`config.mk`:
```
export PLATFORM = sky130hd
export DESIGN_NAME = alu_share_arbiter
export DESIGN_NICKNAME = d
export VERILOG_FILES = /design/src/rtl/alu_share_arbiter.sv
export SDC_FILE = /design/constraint.sdc
export NUM_CORES = 1
export LEC_CHECK = 0
export CORE_MARGIN = 5
export CORE_UTILIZATION = 42
export CTS_CLUSTER_SIZE = 14
export DETAILED_ROUTE_END_ITERATION = 6
export PLACE_DENSITY = 0.86
export SLEW_MARGIN = 10
export SYNTH_ARGS = -nofsm -noshare
export SYNTH_HDL_FRONTEND = slang
export SYNTH_SLANG_ARGS = --single-unit
```
`constraint.sdc`:
```
create_clock -name clk -period 4 [get_ports clk]
set_clock_uncertainty 0.2 [all_clocks]
set_input_delay 0.4 -clock clk [delete_from_list [all_inputs] [get_ports clk]]
set_output_delay 0.4 -clock clk [all_outputs]
set_load 0.02 [all_outputs]
```
`src/rtl/alu_share_arbiter.sv`:
```
// alu_share_arbiter: round-robin front end that lets two requesters share
// one combinational ALU, one transaction in flight at a time.
//
// Ports:
//   clk, rst                 rising-edge clock, synchronous active-high reset
//   req0_* / req1_*          request channels (valid/ready, a, b, op)
//   rsp0_* / rsp1_*          response channels (valid/ready)
//   rsp_f, rsp_zf, rsp_of    captured ALU result, shared by both responses
//   alu_a, alu_b, alu_op     drive the shared ALU inputs
//   alu_f, alu_zf, alu_of    ALU outputs, sampled at the end of EXEC
//   busy                     high while a transaction is in EXEC or RESP
module alu_share_arbiter #(
    parameter int DATA_W = 32,
    parameter int OP_W   = 3
) (
    input  logic              clk,
    input  logic              rst,

    input  logic              req0_valid,
    output logic              req0_ready,
    input  logic [DATA_W-1:0] req0_a,
    input  logic [DATA_W-1:0] req0_b,
    input  logic [OP_W-1:0]   req0_op,

    input  logic              req1_valid,
    output logic              req1_ready,
    input  logic [DATA_W-1:0] req1_a,
    input  logic [DATA_W-1:0] req1_b,
    input  logic [OP_W-1:0]   req1_op,

    output logic              rsp0_valid,
    input  logic              rsp0_ready,
    output logic              rsp1_valid,
    input  logic              rsp1_ready,
    output logic [DATA_W-1:0] rsp_f,
    output logic              rsp_zf,
    output logic              rsp_of,

    output logic [DATA_W-1:0] alu_a,
    output logic [DATA_W-1:0] alu_b,
    output logic [OP_W-1:0]   alu_op,
    input  logic [DATA_W-1:0] alu_f,
    input  logic              alu_zf,
    input  logic              alu_of,

    output logic              busy
);

    typedef enum logic [1:0] {
        IDLE,
        EXEC,
        RESP
    } state_t;

    state_t state;

    // ptr names the requester favoured on contention; gnt remembers
    // which requester owns the transaction currently in flight.
    logic ptr;
    logic gnt;

    logic win0;
    logic win1;
    logic acc0;
    logic acc1;
    logic rsp_done;

    // A lone valid wins outright; the pointer only breaks ties.
    always_comb begin
        win0 = req0_valid && (!req1_valid || !ptr);
        win1 = req1_valid && (!req0_valid || ptr);
    end

    // Ready is gated by rst so nothing looks accepted while in reset.
    always_comb begin
        req0_ready = !rst && (state == IDLE) && win0;
        req1_ready = !rst && (state == IDLE) && win1;
    end

    always_comb begin
        acc0 = req0_ready && req0_valid;
        acc1 = req1_ready && req1_valid;
    end

    always_comb begin
        rsp_done = (rsp0_valid && rsp0_ready) ||
                   (rsp1_valid && rsp1_ready);
    end

    // The operand registers are the alu_* outputs themselves, so the
    // ALU inputs stay stable through EXEC and keep their value in IDLE.
    always_ff @(posedge clk) begin
        if (rst) begin
            state      <= IDLE;
            ptr        <= 1'b0;
            gnt        <= 1'b0;
            alu_a      <= '0;
            alu_b      <= '0;
            alu_op     <= '0;
            rsp_f      <= '0;
            rsp_zf     <= 1'b0;
            rsp_of     <= 1'b0;
            rsp0_valid <= 1'b0;
            rsp1_valid <= 1'b0;
            busy       <= 1'b0;
        end else begin
            unique case (state)
                IDLE: begin
                    unique case (1'b1)
                        acc0: begin
                            alu_a  <= req0_a;
                            alu_b  <= req0_b;
                            alu_op <= req0_op;
                            gnt    <= 1'b0;
                            state  <= EXEC;
                            busy   <= 1'b1;
                        end
                        acc1: begin
                            alu_a  <= req1_a;
                            alu_b  <= req1_b;
                            alu_op <= req1_op;
                            gnt    <= 1'b1;
                            state  <= EXEC;
                            busy   <= 1'b1;
                        end
                        default: begin
                            state <= IDLE;
                        end
                    endcase
                end

                // Single-cycle combinational ALU path: sample it here.
                EXEC: begin
                    rsp_f      <= alu_f;
                    rsp_zf     <= alu_zf;
                    rsp_of     <= alu_of;
                    rsp0_valid <= !gnt;
                    rsp1_valid <= gnt;
                    state      <= RESP;
                end

                // Result is held until the owner takes it.
                RESP: begin
                    if (rsp_done) begin
                        rsp0_valid <= 1'b0;
                        rsp1_valid <= 1'b0;
                        ptr        <= !gnt;
                        busy       <= 1'b0;
                        state      <= IDLE;
                    end
                end

                default: begin
                    state <= IDLE;
                end
            endcase
        end
    end

endmodule
```
==> run metrics, run 1 <==
Die W=between 100 and 150 um; diode count=0; Slew Viols, Final=0; commonest non-fill, non-tap cells in the layout=clkdlybuf4s50_1 (277), dfxtp_1 (108), a21oi_1 (106), nand2_1 (71); fmax=approximately 370 MHz; post-DP HPWL=13,000 um; Synth Instances=597; Total Wirelength=~19,000 um; WS Path Type=reg -> out; post-synthesis sequential area ratio=0.422; clock tree buffer depth=2; power density over the cells=374 nW/um^2; Worst-path clk slew=about 0.070 ns; final cycle utilization of the critical path=0.678; maximum vdd drop=between 0.00015 and 0.0002 V; Final nets=985; RSZ-0062 raised after global routing=false; area grow syn2layout=57.8%; # setup viols final=0; CTS sink cnt=approximately 110; Starting Density=0.427; average wire per standard cell=roughly 20 um; commonest non-fill, non-tap cell in the layout=clkdlybuf4s50_1; htree depth=3; Place WS=roughly 1.3 ns; die area=approximately 15,000 um^2; R2R setup slack=about 1.6 ns; layout cells sized above 1=0.0711; min Tclk post-route=~2.7 ns; Num CTS Buffers=9; via count=a little under 6,000; core area=approximately 12,000 um^2; number of core rows=40; CP Max Fanout=7; YS warnings=0; largest net degree at the start of global routing=108; worst min-delay path class=in -> reg; initial antenna violation count=0; DRT Pass-1 Iters=5; critical path required time=3.40 ns; I/O pin count=280; Iter 0 DRT Violations=377; clock latency on the worst-skew pair=roughly 0.33 ns; Die Ht=120 um; Cell Area, Synth=a little over 5000 um^2; first-pass GRT wire length=30,200 um; number of buffers added for setup after CTS=0; residual DRC count=0; All-Layer GR Usage=0.252; hold_buf cts=0; Distinct cells, synth=27; vias per cell=between 6 and 7; Synth Register Bits=about 110; Slew headroom=0.269; CP Capture Type=output pin; CTS Root Cell=clkbuf_16; post-route setup slack=1.29 ns; startpoint types=flop; GP Congestion=roughly 0.85; TritonCTS clock tree=yes; Synth Area per Inst=8.58 um^2; CTS resizes=0; Worst EP arrival=approximately 2.1 ns; status=finished clean; Synth Net Count=771; Final ANT Viol Nets=0; Max-Cap Viols=0; Slew @ Worst Pin=1.10 ns; vias in the first global route=between 5,000 and 6,000; Fin. Hold Viols=0; Lkg Pwr=about 2.6 nW; port buffer count=around 280; Fillers=between 900 and 1,000; Setup TNS=0 ns; gr ovfl total=0
==> per-layer routing <==
metal,track usage,vias up,part of all wire
met4,0.108,0,0.036
li1,-,2751,-
met5,0,-,0
met1,0.301,2741,0.39
met2,0.426,342,0.48
met3,0.0664,52,0.097
==> through the flow <==
step / util / cell area, um^2 / total power, mW / cells / hold WS [ns]
2_1_floorplan: - / 5120 / 1.73 / 597 / 0.253
3_3_place_gp: 0.649 / 7790 / 2.15 / 947 / 0.242
3_5_place_dp: 0.649 / 7790 / 2.17 / 947 / 0.248
4_1_cts: 0.673 / 8090 / 3.04 / 963 / 0.174
5_1_grt: 0.673 / 8090 / 3.16 / 963 / 0.183
6_report: 0.673 / 8090 / 3.02 / 963 / 0.184
==> kinds of logic after synthesis <==
kind of cell	count (synthesis)	share of synthesized area
AO/OA/AOI/OAI	246	0.343
AND/OR/NAND/NOR	153	0.156
flip-flops	108	0.422
buffers and inverters	90	0.0796
==> path summary, 6_finish.rpt <==
path,to,startpoint,cells past startpoint
setup / recovery,req1_ready,state[1]$_SDFFE_PP0P_,3
hold / removal,busy$_SDFFE_PP0P_,rst,4
setup reg to reg,alu_a[5]$_SDFFE_PP0P_,ptr$_SDFFE_PP0P_,4
hold reg to reg,rsp_f[24]$_SDFFE_PP0P_,rsp_f[24]$_SDFFE_PP0P_,2
==> power breakdown <==
| part | internal [mW] | switching, mW |
|---|---|---|
| combinational | 0.428 | 0.487 |
| sequential | 1.18 | 0.0594 |
| clock | 0.486 | 0.387 |
==> synthesized netlist by cell type, drive strengths merged <==
master / instances / share of area
and3: 1 / 0.0012
nor3: 2 / 0.0063
a22oi: 1 / 0.0015
inv: 3 / 0.0022
nand2: 72 / 0.053
nand4: 67 / 0.082
a311oi: 67 / 0.11
nor2b: 2 / 0.0024
a21oi: 106 / 0.10
clkbuf: 47 / 0.034
nand2b: 4 / 0.0049
o211ai: 2 / 0.0029
a31o: 1 / 0.0017
or2: 1 / 0.0012
nor2: 1 / 0.00073
buf: 40 / 0.043
dfxtp: 108 / 0.42
o21ai: 2 / 0.0020
o31ai: 67 / 0.12
or3: 2 / 0.0024
nand3b: 1 / 0.0015
==> cell type report <==
type	count	area [um^2]	area share
Timing Repair Buffer	290	2870	0.355
Multi-Input combinational cell	399	2570	0.318
Sequential cell	108	2160	0.267
Clock buffer	10	229	0.0283
Tap cell	147	184	0.0227
Clock inverter	6	63.8	0.00789
Inverter	3	11.3	0.00139
==> worst max-delay path, stage by stage (launching register included) <==
cell	delay (ns)
dfxtp_1	0.39
or3_2	0.55
nor3_4	0.19
clkdlybuf4s50_1	0.65
==> sequential cells by signal, summed over array words and instances, names as in the netlist <==
signal      count
alu_b          32
rsp_f          32
busy            1
state           2
alu_op          3
ptr             1
rsp1_valid      1
alu_a          32
rsp_of          1
rsp_zf          1
gnt             1
rsp0_valid      1
(Power assumes the default switching activity.)
==> inputs of run 2 (changes only) <==
- CORE_UTILIZATION: 42 -> 39
- PLACE_DENSITY: 0.86 -> 0.81
- clock period: 4 -> 2.65 ns (I/O delays scaled with it)
==> run 2 against run 1 <==
Compared with the run above: power grew 49%; non-clock buffer count up 3; combinational power grew 52%; core utilization is 3.5 points lower; cell count increased by 2.8%; setup slack got worse by 1.0 ns; flip-flop and latch count stayed put; die area increased by 7.0%; wire length is 0.90% higher.
==> run metrics, run 2 (synthesized netlist as in run 1, its figures left out) <==
area post-placement=7890 um^2 (was 7790 um^2); Max-Cap Viols=0 (unchanged); Slew headroom=0.250 (was 0.269); Fillers=1,009 (was 944); number of core rows=41 (was 40); vias in the first global route=5,812 (was 5,877); total chip power=4.49 mW (was 3.02 mW); Inst Count DP=975 (was 947); CTS Root Cell=clkbuf_16 (unchanged); worst r2r dst=alu_b[10]$_SDFFE_PP0P_ (was alu_a[5]$_SDFFE_PP0P_); GR Util met3=0.0759 (was 0.0664); Final nets=988 (was 985); CP Capture Type=output pin (unchanged); initial antenna violation count=0 (unchanged); Slew Viols, Final=0 (unchanged); CTS sink cnt=108 (unchanged); clock power share=0.274 (was 0.289); M1 GR Usage=0.278 (was 0.301); area grow syn2layout=59.1% (was 57.8%); min Tclk post-route=roughly 2.4 ns; first-pass GRT wire length=30,700 um (was 30,200 um); biggest regs=alu_a (32), alu_b (32), rsp_f (32) (unchanged); startpoint types=flop (unchanged); Seq pwr share=0.415 (was 0.408); worst r2r path cells=4 (unchanged); residual DRC count=0 (unchanged); worst hold path startpoint=rst (unchanged); Final ANT Viol Nets=0 (unchanged); fin util=0.638 (was 0.673); Worst-path clk slew=0.07 ns (about the same); final cycle utilization of the critical path=0.895; vias per cell=5.96 (was 6.11); worst hold endpoint=busy$_SDFFE_PP0P_ (unchanged); Die Ht=125 um (was 120 um); GP Congestion=0.884 (was 0.854); post-DP HPWL=13,100 um (was 13,000 um); Setup TNS=0 ns (unchanged); critical path required time=2.18 ns (was 3.40 ns); number of buffers added for setup after CTS=0 (unchanged); fmax=about 420 MHz; commonest non-fill, non-tap cell in the layout=clkdlybuf4s50_1 (unchanged); R2R setup slack=0.36 ns (was 1.61 ns); Power Internal=3.07 mW (was 2.09 mW); worst min-delay path class=in -> reg (unchanged); All-Layer GR Usage=0.234 (was 0.252); gr ovfl total=0 (unchanged); I/O pin count=280 (unchanged); CTS resizes=0 (unchanged); power density over the cells=551 nW/um^2 (was 374 nW/um^2); TritonCTS clock tree=yes (unchanged); core area=12,800 um^2 (was 12,000 um^2); hold_buf cts=0 (unchanged); status=finished clean (unchanged); Place WS=0.241 ns (was 1.25 ns); CP Max Fanout=7 (unchanged); final instance area=8160 um^2 (was 8090 um^2); Total Wirelength=19,200 um (was 19,000 um); clock tree buffer depth=2 (unchanged); Fin. Hold Viols=0 (unchanged); worst setup path start=state[1]$_SDFFE_PP0P_ (unchanged); WHS Path Cells=4 (unchanged); gr busiest metal=met2 (unchanged); RSZ-0062 raised after global routing=false (unchanged); htree depth=3 (unchanged); Storage cell area=2160 um^2 (unchanged); NetSw=1.42 mW (was 934 uW); clock latency on the worst-skew pair=0.33 ns (about the same); Num CTS Buffers=9 (unchanged); commonest non-fill, non-tap cells in the layout=clkdlybuf4s50_1 (276), dfxtp_1 (108), a21oi_1 (106), nand2_1 (71) (was clkdlybuf4s50_1 (277), dfxtp_1 (108), a21oi_1 (106), nand2_1 (71)); worst hold slack=0.0564 ns (was 0.184 ns); Sw Share=0.316 (was 0.309); largest net degree at the start of global routing=108 (unchanged); Worst R2R Start=state[1]$_SDFFE_PP0P_ (was ptr$_SDFFE_PP0P_); Worst EP arrival=1.91 ns (was 2.11 ns); Comb pwr share=0.310 (was 0.303); layout cells sized above 1=0.0721 (was 0.0711); Die W=125 um (was 120 um); # setup viols final=0 (unchanged); port buffer count=279 (unchanged); fin cells=990 (was 963); grt met2 use=0.389 (was 0.426); die area=15,500 um^2 (was 14,500 um^2); average wire per standard cell=19.4 um (was 19.8 um); DRT Pass-1 Iters=6 (was 5); Lkg Pwr=2.64 nW (was 2.61 nW); maximum vdd drop=0.000398 V (was 0.000188 V); Slew @ Worst Pin=1.13 ns (was 1.10 ns); diode count=0 (unchanged); WS Path Type=reg -> out (unchanged); via count=5,897 (was 5,886); Iter 0 DRT Violations=559 (was 377); Starting Density=0.401 (was 0.427); post-route setup slack=0.278 ns (was 1.29 ns); multi-input logic area=2570 um^2 (about the same)
[run 2: changes by cell type in the layout (fill, tap and decap cells not counted), sizes merged]
cell           previous run  this run
bufinv                    1         0
buf                      13        16
clkinvlp                  2         1
clkdlybuf4s50           277       276
clkinv                    2         3
dlymetal6s2s              0         1
[run 2: worst max path at each step]
stage	slack (ns)	cells past startpoint	end
after global routing	0.21	3	req0_ready
final	0.28	3	req0_ready
after floorplan	0.79	5	req1_ready
after global placement	0.33	6	alu_b[31]$_SDFFE_PP0P_
after detailed placement	0.24	5	alu_a[11]$_SDFFE_PP0P_
after CTS	0.004	3	req1_ready
[run 2: critical path, stage by stage (launching register included)]
cell             delay [ns]
dfxtp_1                0.39
nor3_4                 0.33
and3_1                 0.24
clkdlybuf4s50_1        0.62
[run 2: final cells by class]
class                           count  area share
Sequential cell                   108       0.265
Clock buffer                       10      0.0281
Inverter                            3     0.00138
Clock inverter                      5     0.00476
Timing Repair Buffer              293       0.359
Multi-Input combinational cell    399       0.315
Tap cell                          172      0.0264
[run 2: layer usage]
layer,vias to the layer above,routed length [um]
met1,2765,7370
li1,2759,-
met2,324,9210
met3,49,1930
met5,-,0
met4,0,684
[run 2: power groups by stage]
| stage | clock, mW | combinational (mW) | sequential (mW) |
|---|---|---|---|
| 6_report | 1.23 | 1.39 | 1.86 |
| 5_1_grt | 1.32 | 1.49 | 1.88 |
| 4_1_cts | 1.26 | 1.40 | 1.86 |
| 3_5_place_dp | 0 | 1.40 | 1.90 |
| 3_3_place_gp | 0 | 1.37 | 1.89 |
| 2_1_floorplan | 0 | 0.543 | 2.06 |
==> inputs of run 3 (changes only) <==
- ABC_AREA: default -> 1
- CORE_UTILIZATION: 39 -> 50
- DONT_BUFFER_PORTS: default -> 1
- PLACE_DENSITY: 0.81 -> default
==> run 3 against run 2 <==
Compared with the run above: the run now ends with design-rule violations left; critical path type is now in -> reg; sequential share of layout area grew 3.4 points; critical endpoint is now alu_a[1]$_SDFFE_PP0P_; wire length down 13%; sequential power grew 15%; register-to-register slack got worse by 0.12 ns; core utilization up 6.2 points; highest routed layer unchanged.
==> run metrics, run 3 <==
diode count=0 (unchanged); Lkg Pwr=3.76 nW (was 2.64 nW); post-synthesis sequential area ratio=0.409 (was 0.422); metal2 WL=8290 um (was 9210 um); Worst EP arrival=2.54 ns (was 1.91 ns); area post-placement=5330 um^2 (was 7890 um^2); share of flip-flops with an asynchronous set or reset=0 (unchanged); GP Congestion=0.836 (was 0.884); startpoint types=input port (was flop); Storage cell area=2160 um^2 (unchanged); worst r2r dst=alu_b[1]$_SDFFE_PP0P_ (was alu_b[10]$_SDFFE_PP0P_); worst hold endpoint=state[1]$_SDFFE_PP0P_ (was busy$_SDFFE_PP0P_); met3 wire length=1580 um (was 1930 um); # setup viols final=0 (unchanged); post-route setup slack=0.181 ns (was 0.278 ns); Power Internal=2.66 mW (was 3.07 mW); final instance area=7230 um^2 (was 8160 um^2); Top FF cell, synth=dfxtp_1 (unchanged); crit-path cells=dlygate4sd3_1, inv_2, nand3_1, a21oi_4, buf_12, nand2_1, nor2_1, dlygate4sd3_1, nor2_1 (was nor3_4, and3_1, clkdlybuf4s50_1); average wire per standard cell=14.8 um (was 19.4 um); Synth Area per Inst=6.28 um^2 (was 8.58 um^2); first-pass GRT wire length=26,300 um (was 30,700 um); top-area cell type share of the netlist area=0.409 (was 0.422); Die Ht=113 um (was 125 um); Num CTS Buffers=9 (unchanged); commonest non-fill, non-tap cells in the layout=nor2_1 (271), nand2_1 (215), dlygate4sd3_1 (171), dfxtp_1 (108), inv_1 (74) (was clkdlybuf4s50_1 (276), dfxtp_1 (108), a21oi_1 (106), nand2_1 (71)); number of buffers added for setup after CTS=0 (unchanged); biggest regs=alu_a (32), alu_b (32), rsp_f (32) (unchanged); CP bufs+invs=4 (was 1); clock latency on the worst-skew pair=0.37 ns (was 0.33 ns); CTS sink cnt=108 (unchanged); htree depth=3 (unchanged); worst r2r path cells=10 (was 4); Synth Instances=842 (was 597); CTS resizes=0 (unchanged); worst min-delay path class=in -> reg (unchanged); synth top area cells=dfxtp_1 (41%), nor2_1 (19%), nand2_1 (15%), nand3b_1 (9.5%), inv_1 (5.3%) (was dfxtp_1 (42%), a311oi_1 (11%), a21oi_1 (10%), nand4_1 (8.2%), o31ai_1 (7.0%)); I/O pin count=280 (unchanged); gr ovfl total=0 (unchanged); TritonCTS clock tree=yes (unchanged); Die W=113 um (was 125 um); status=finished with violations (was finished clean); CTS Root Cell=clkbuf_8 (was clkbuf_16); WS Path Type=in -> reg (was reg -> out); Distinct cells, synth=17 (was 27); WHS Path Cells=5 (was 4); CP Capture Type=flop (was output pin); Final ANT Viol Nets=0 (unchanged); vias in the first global route=5,434 (was 5,812); Seq pwr share=0.535 (was 0.415); commonest non-fill, non-tap cell in the layout=nor2_1 (was clkdlybuf4s50_1); max layer used=met4 (unchanged); largest net degree at the start of global routing=105 (was 108); Setup TNS=0 ns (unchanged); RSZ-0062 raised after global routing=false (unchanged); final cycle utilization of the critical path=0.932 (was 0.895); Post-synth EDFFs=0 (unchanged); vias per cell=4.98 (was 5.96); Synth Register Bits=108 (unchanged); worst hold slack=0.0910 ns (was 0.0564 ns); post-DP HPWL=10,100 um (was 13,100 um); violated checks=design-rule violations; Sw Share=0.330 (was 0.316); min Tclk post-route=2.47 ns (was 2.37 ns); Slew @ Worst Pin=1.07 ns (was 1.13 ns); DRT Pass-1 Iters=7 (was 6); clock power share=0.252 (was 0.274); area grow syn2layout=36.8% (was 59.1%); multi-input logic area=2590 um^2 (was 2570 um^2); core area=10,300 um^2 (was 12,800 um^2); die area=12,700 um^2 (was 15,500 um^2); Slew Viols, Final=0 (unchanged); All-Layer GR Usage=0.252 (was 0.234); port buffer count=0 (was 279); Place WS=0.717 ns (was 0.241 ns); Yosys top cell by area=dfxtp_1 (unchanged); Post-synth top cells=nor2_1 (271), nand2_1 (217), dfxtp_1 (108), inv_1 (74), nand3b_1 (67) (was dfxtp_1 (108), a21oi_1 (106), nand2_1 (71), a311oi_1 (67), nand4_1 (67)); CP Max Fanout=61 (was 7); YS warnings=0 (unchanged); Fin. Hold Viols=0 (unchanged); layout cells sized above 1=0.0305 (was 0.0721); fmax=405 MHz (was 422 MHz); power density over the cells=550 nW/um^2 (was 551 nW/um^2); most frequent cell after synthesis=nor2_1 (was dfxtp_1); critical path required time=2.72 ns (was 2.18 ns); Iter 0 DRT Violations=390 (was 559); Crit path max-delay family=buffers and inverters (unchanged); NetSw=1.31 mW (was 1.42 mW); number of core rows=37 (was 41); Worst R2R Start=state[0]$_SDFFE_PP0P_ (was state[1]$_SDFFE_PP0P_); Comb pwr share=0.213 (was 0.310); crit-path max cell delay=0.62 ns (about the same); residual DRC count=3 (was 0); Final nets=1,152 (was 988); Max-Cap Viols=0 (unchanged); worst setup path start=rst (was state[1]$_SDFFE_PP0P_); Synth Net Count=1,016 (was 771); Worst-path clk slew=0.10 ns (was 0.07 ns); Fillers=838 (was 1,009); hold_buf cts=171 (was 0); maximum vdd drop=0.000319 V (was 0.000398 V); Cell Area, Synth=5290 um^2 (was 5120 um^2); R2R setup slack=0.24 ns (was 0.36 ns); Total Wirelength=16,600 um (was 19,200 um); M1 WL=6310 um (was 7370 um); slowest cell on the critical path=dlygate4sd3_1 (was clkdlybuf4s50_1); Starting Density=0.512 (was 0.401); via count=5,576 (was 5,897); worst hold path startpoint=rsp1_ready (was rst); Slew headroom=0.288 (was 0.250); clock tree buffer depth=2 (unchanged); initial antenna violation count=0 (unchanged)
-- run 3: worst min-delay path, delay by kind of cell --
kind                   cells  cell delay [ns]
AO/OA/AOI/OAI              2             0.21
buffers and inverters      1             0.06
AND/OR/NAND/NOR            2             0.08
-- run 3: worst max-delay path by stage --
| stage | end | cells after the start |
|---|---|---|
| 4_1_cts | alu_a[1]$_SDFFE_PP0P_ | 9 |
| 3_5_place_dp | rsp0_valid$_SDFFE_PP0P_ | 6 |
| 6_report | alu_a[1]$_SDFFE_PP0P_ | 9 |
| 5_1_grt | alu_a[22]$_SDFFE_PP0P_ | 9 |
| 2_1_floorplan | req0_ready | 7 |
| 3_3_place_gp | rsp0_valid$_SDFFE_PP0P_ | 6 |
-- run 3: cell families (layout without fill, tap and decap cells) --
| logic type | after synthesis | count (layout) | synth area share |
|---|---|---|---|
| compound gates | 42 | 42 | 0.0409 |
| buf+inv | 132 | 273 | 0.104 |
| flops | 108 | 108 | 0.409 |
| simple gates | 560 | 560 | 0.446 |
-- run 3: power by group through the flow --
stage                     Sequential (mW)  Combinational (mW)  Clock (mW)
final                                2.13               0.849        1.00
after global routing                 2.15               0.964        1.10
after detailed placement             2.17               0.612           0
after floorplan                      2.11               0.523           0
after CTS                            2.13               0.836        1.03
after global placement               2.17               0.593           0
-- run 3: layer usage --
layer | vias to the layer above | track usage
met5 | - | 0
li1 | 2800 | -
met1 | 2499 | 0.272
met2 | 239 | 0.452
met4 | 0 | 0.0921
met3 | 38 | 0.0893
-- run 3: layout make-up --
class                           count  share of cell area
Multi-Input combinational cell    602               0.359
Clock inverter                      6             0.00899
Timing Repair Buffer              179               0.252
Inverter                           78              0.0405
Tap cell                          136              0.0235
Sequential cell                   108               0.299
Clock buffer                       10              0.0176
-- run 3: through the flow --
step / cells / util / power [mW]
after global placement: 932 / 0.516 / 2.76
final: 1119 / 0.701 / 3.98
after CTS: 1119 / 0.701 / 3.99
after floorplan: 842 / - / 2.63
after detailed placement: 932 / 0.516 / 2.78
after global routing: 1119 / 0.701 / 4.21
